`src/rtl/muldiv_sequencer.sv`:
```
// Iterative HI/LO unit: 32-step shift-add multiplier and restoring divider with PC stall.
// Optional MULDIV_EARLY_OUT_EN: multiply stops once the remaining multiplier bits are zero.
module muldiv_sequencer (
    input  logic        clk,
    input  logic        reset,
    input  logic        start,
    input  logic [1:0]  op,
    input  logic [31:0] a,
    input  logic [31:0] b,
    output logic        stall,
    output logic        done,
    output logic [31:0] hi,
    output logic [31:0] lo,
    output logic        div_zero
);
    typedef enum logic [1:0] {IDLE, CALC, FIX, DONE} state_t;

    state_t      state_q, state_d;
    logic [1:0]  op_q, op_d;
    logic        neg_q, neg_d;
    logic        sign_a_q, sign_a_d;
    logic [63:0] acc_q, acc_d;
    logic [63:0] mcand_q, mcand_d;
    logic [31:0] mplier_q, mplier_d;
    logic [5:0]  cnt_q, cnt_d;
    logic [31:0] hi_q, hi_d;
    logic [31:0] lo_q, lo_d;
    logic        dz_q, dz_d;

    logic        a_neg, b_neg;
    logic [31:0] a_mag, b_mag;
    logic [32:0] rem_sh;
    logic [31:0] rem_sub;
    logic        q_bit;
    logic        mul_early;
    logic        last_iter;

    assign a_neg = op[0] & a[31];
    assign b_neg = op[0] & b[31];
    assign a_mag = a_neg ? (~a + 32'd1) : a;
    assign b_mag = b_neg ? (~b + 32'd1) : b;

    // Divide step: acc holds {rem, quot}; the shifted remainder needs 33 bits for the trial compare.
    assign rem_sh  = acc_q[63:31];
    assign q_bit   = (rem_sh >= {1'b0, mcand_q[31:0]});
    assign rem_sub = rem_sh[31:0] - mcand_q[31:0];

`ifdef MULDIV_EARLY_OUT_EN
    assign mul_early = ~op_q[1] & (mplier_q[31:1] == 31'd0);
`else
    assign mul_early = 1'b0;
`endif
    assign last_iter = (cnt_q == 6'd31);

    always_comb begin
        state_d  = state_q;
        op_d     = op_q;
        neg_d    = neg_q;
        sign_a_d = sign_a_q;
        acc_d    = acc_q;
        mcand_d  = mcand_q;
        mplier_d = mplier_q;
        cnt_d    = cnt_q;
        hi_d     = hi_q;
        lo_d     = lo_q;
        dz_d     = dz_q;
        case (state_q)
            IDLE: begin
                if (start) begin
                    op_d     = op;
                    neg_d    = a_neg ^ b_neg;
                    sign_a_d = a_neg;
                    cnt_d    = 6'd0;
                    dz_d     = 1'b0;
                    if (op[1]) begin
                        acc_d    = {32'd0, a_mag};
                        mcand_d  = {32'd0, b_mag};
                        mplier_d = 32'd0;
                        if (b == 32'd0) begin
                            hi_d    = a;
                            lo_d    = 32'hFFFF_FFFF;
                            dz_d    = 1'b1;
                            state_d = DONE;
                        end else begin
                            state_d = CALC;
                        end
                    end else begin
                        acc_d    = 64'd0;
                        mcand_d  = {32'd0, a_mag};
                        mplier_d = b_mag;
                        state_d  = CALC;
                    end
                end
            end
            CALC: begin
                cnt_d = cnt_q + 6'd1;
                if (op_q[1]) begin
                    acc_d = q_bit ? {rem_sub, acc_q[30:0], 1'b1}
                                  : {rem_sh[31:0], acc_q[30:0], 1'b0};
                end else begin
                    if (mplier_q[0]) begin
                        acc_d = acc_q + mcand_q;
                    end
                    mplier_d = mplier_q >> 1;
                    mcand_d  = mcand_q << 1;
                end
                if (last_iter || mul_early) begin
                    state_d = FIX;
                end
            end
            FIX: begin
                if (op_q[1]) begin
                    lo_d = (op_q[0] & neg_q)    ? (~acc_q[31:0] + 32'd1)  : acc_q[31:0];
                    hi_d = (op_q[0] & sign_a_q) ? (~acc_q[63:32] + 32'd1) : acc_q[63:32];
                end else begin
                    {hi_d, lo_d} = (op_q[0] & neg_q) ? (~acc_q + 64'd1) : acc_q;
                end
                state_d = DONE;
            end
            DONE: begin
                // The instruction that issued this op is still present; its start is ignored.
                state_d = IDLE;
            end
            default: state_d = IDLE;
        endcase
    end

    always_ff @(posedge clk) begin
        if (reset) begin
            state_q  <= IDLE;
            op_q     <= 2'd0;
            neg_q    <= 1'b0;
            sign_a_q <= 1'b0;
            acc_q    <= 64'd0;
            mcand_q  <= 64'd0;
            mplier_q <= 32'd0;
            cnt_q    <= 6'd0;
            hi_q     <= 32'd0;
            lo_q     <= 32'd0;
            dz_q     <= 1'b0;
        end else begin
            state_q  <= state_d;
            op_q     <= op_d;
            neg_q    <= neg_d;
            sign_a_q <= sign_a_d;
            acc_q    <= acc_d;
            mcand_q  <= mcand_d;
            mplier_q <= mplier_d;
            cnt_q    <= cnt_d;
            hi_q     <= hi_d;
            lo_q     <= lo_d;
            dz_q     <= dz_d;
        end
    end

    assign stall    = ~reset & (((state_q == IDLE) & start) | (state_q == CALC) | (state_q == FIX));
    assign done     = (state_q == DONE);
    assign div_zero = done & dz_q;
    assign hi       = hi_q;
    assign lo       = lo_q;
endmodule

```
`config.mk`:
```
export PLATFORM = sky130hd
export DESIGN_NAME = muldiv_sequencer
export DESIGN_NICKNAME = d
export VERILOG_FILES = /design/src/rtl/muldiv_sequencer.sv
export SDC_FILE = /design/constraint.sdc
export NUM_CORES = 1
export LEC_CHECK = 0
export BUFFER_PORTS_ARGS = -buffer_cell sky130_fd_sc_hd__buf_4
export CORE_UTILIZATION = 50
export DETAILED_ROUTE_END_ITERATION = 10
export PLACE_DENSITY = 0.68
export SLEW_MARGIN = 20
export SYNTH_ARGS = -nofsm -noshare
export SYNTH_HDL_FRONTEND = slang
export SYNTH_SLANG_ARGS = --single-unit
```
`constraint.sdc`:
```
create_clock -name clk -period 5.92 [get_ports clk]
set_input_delay 1.184 -clock clk [delete_from_list [all_inputs] [get_ports clk]]
set_output_delay 1.184 -clock clk [all_outputs]
set_load 0.02 [all_outputs]
```
==> results.json <==
{
  "path_clk_slew_ns": 0.06,
  "antenna_left": 0,
  "clkSinkCount": 237,
  "antenna_found_initial": 1,
  "cts_made_buffers": 29,
  "p_total_mw": 8.70,
  "grt_use_total_pct": 35.6,
  "grt_max_degree": 80,
  "initial_core_util_pct": 51.2,
  "yosysWarnings": 0,
  "synthCells": 2548,
  "cp_data_required_time_ns": 6.35,
  "grt_pass1_vias": 18500,
  "synthesis.area_um2": 18900,
  "drive_above_1_share_pct": 9.43,
  "drc": 0,
  "skew_ns": 0.0256,
  "hold_path_depth": 2,
  "yosysSeqAreaShare_pct": 25.1,
  "post-route-util_pct": 57.0,
  "cts_tree": "done",
  "hp-class": "reg -> reg",
  "maxCapViolCount": 0,
  "io-pin-count": 136,
  "finalHoldViolations": 0,
  "syn_to_final_growth_pct": 11.4,
  "gr-total-overflow": 0,
  "drt_iter0_markers": 1972,
  "hp-start": "hi[0]",
  "rrSetupSlack_ns": 1.73,
  "crit_path_max_fanout": 7,
  "fin_crit_sh_pct": 70.8,
  "cts_setup_buffers": 0,
  "place.port_buffers": 135,
  "setup_viol": 0,
  "leakagePower_nw": 8.28,
  "synth_nets": 2724,
  "synth_edf_count": 0,
  "cp-end-kind": "register",
  "critical_path_arrival_ns": 4.63,
  "wl_um": 70800,
  "routed_via_density": 6.46,
  "power_density_nw_per_um2": 414,
  "fp.dieH_um": 196,
  "synth_cell_types": 81,
  "finalSetupTns_ns": 0,
  "wl_per_cell_um": 22.9,
  "r2r-end": "hi[20]",
  "start_kind": "register",
  "worstSetupPathType": "reg -> reg",
  "firstDrtPassIters": 5,
  "via_count": 20000,
  "fp.dieW_um": 196,
  "slew_headroom_pct": 22.4,
  "finalMaxSlewViolations": 0,
  "ir_drop_v": 0.000331,
  "cts-root-buf": "clkbuf_16",
  "hold_slack_ns": 0.463,
  "cts_max_level": 1,
  "fin_ws_ns": 1.73,
  "rr_startpoint": "acc_q[1]",
  "num_rows": 70,
  "clk_latency_ns": 0.59,
  "dpl_worst_slack_ns": 1.42,
  "die_area_um2": 38500,
  "tightest_slew_ns": 1.16,
  "synth.avg_cell_area_um2": 7.41,
  "cts-resized-gates": 0,
  "ys_ff_latch": 237,
  "async_flop_share_pct": 0,
  "core_um2": 36900,
  "place_congestion": 0.971,
  "synth_ff_type": "dfxtp_1",
  "dp_hpwl_um": 53700,
  "outcome": "completed",
  "hold_buffers": 0,
  "fin_crit_ns": 4.19,
  "fmaxAchievable_ghz": 0.239,
  "clock_path_buffers": 3,
  "grt_pass1_wl_um": 107000,
  "r2r_cells": 12,
  "nets": 2741,
  "hold_end": "hi[0]",
  "rsz0062_at_grt": "false"
}
cells in the mapped netlist, drive strengths merged (47+ instances only):
library cell	number	area, um2
xnor2	117	1020
a21oi	246	1230
nand2	202	758
xor2	85	744
mux2i	47	470
nor3	72	365
a211oi	87	683
a21o	49	368
o21ai	178	895
inv	74	278
clkbuf	143	537
nor2	333	1250
ha	105	1310
dfxtp	237	4740
per-layer routing:
layer | vias up | GRT usage [%] | share of wire (%)
met5 | - | 0 | 0
met4 | 0 | 17.9 | 5.6
met3 | 227 | 5.57 | 7.9
met2 | 933 | 58.1 | 45
met1 | 9419 | 45.5 | 41
li1 | 9403 | - | -
cell usage in the layout, fill, tap and decap left out, drive strengths merged, types with 42 or more instances in the layout:
cell and instances:
a211oi 87, a21o 49, a21oi 246, a22oi 44, a311oi 42, buf 157
clkbuf 44, dfxtp 237, ha 105, inv 75, mux2i 47, nand2 202
nand3 42, nor2 333, nor3 72, o21ai 178, xnor2 117, xor2 85
registers in the layout, summed over array words and instances (netlist names), 2 cells and up:
register and cells:
op_q 2, acc_q 64, cnt_q 6, mplier_q 32
mcand_q 64, state_q 2, hi 32, lo 32
worst max-delay path by stage:
stage,depth (start not counted),endpoint,slack [ns],start
3_5_place_dp,12,lo[1],1.42,b[13]
3_3_place_gp,12,lo[1],1.42,b[13]
6_report,12,hi[20],1.73,acc_q[1]
2_1_floorplan,11,hi[9],2.15,b[13]
4_1_cts,11,hi[16],1.83,acc_q[1]
5_1_grt,11,hi[16],1.51,acc_q[1]
layout make-up:
| type | count | area, um2 |
|---|---|---|
| Sequential cell | 237 | 4750 |
| Inverter | 75 | 282 |
| Clock inverter | 10 | 129 |
| Antenna cell | 1 | 2.50 |
| Tap cell | 504 | 631 |
| Timing Repair Buffer | 157 | 1190 |
| Fill cell | 3554 | 15800 |
| Clock buffer | 44 | 842 |
| Multi-Input combinational cell | 2065 | 13200 |
power by group:
part / switching (mW) / total [mW] / internal (mW) / leakage (nW)
registers: 0.422 / 2.36 / 1.94 / 1.94
clock network: 0.742 / 1.85 / 1.10 / 0.482
logic: 2.96 / 4.49 / 1.54 / 5.87
total: 4.12 / 8.70 / 4.58 / 8.28
critical path, cell delays in order (launching register included):
cell	delay (ns)
dfxtp_1	0.39
inv_1	0.14
ha_1	0.17
or3b_2	0.49
or4_1	0.56
nor3b_1	0.43
nand2_1	0.38
o21ai_1	0.65
a21oi_1	0.17
xnor2_1	0.34
a211oi_2	0.12
a21oi_1	0.15
nor2_1	0.05
cells by family after synthesis:
family	Yosys count	share of synthesized area, %
AOI/OAI and AO/OA	870	30.1
xor gates and xnor gates	202	9.37
adders and majority gates	107	7.17
buffers and inverters	246	5.16
DFF	237	25.1
muxes	52	2.79
and+or+nand+nor	834	20.3
per-stage QoR:
stage | instances | area [um2]
after floorplan | 2548 | 18900
after global placement | 3038 | 20100
after detailed placement | 3038 | 20100
after CTS | 3092 | 21000
after global routing | 3092 | 21000
final | 3093 | 21000
No activity file was read; power rests on OpenSTA's default activity.
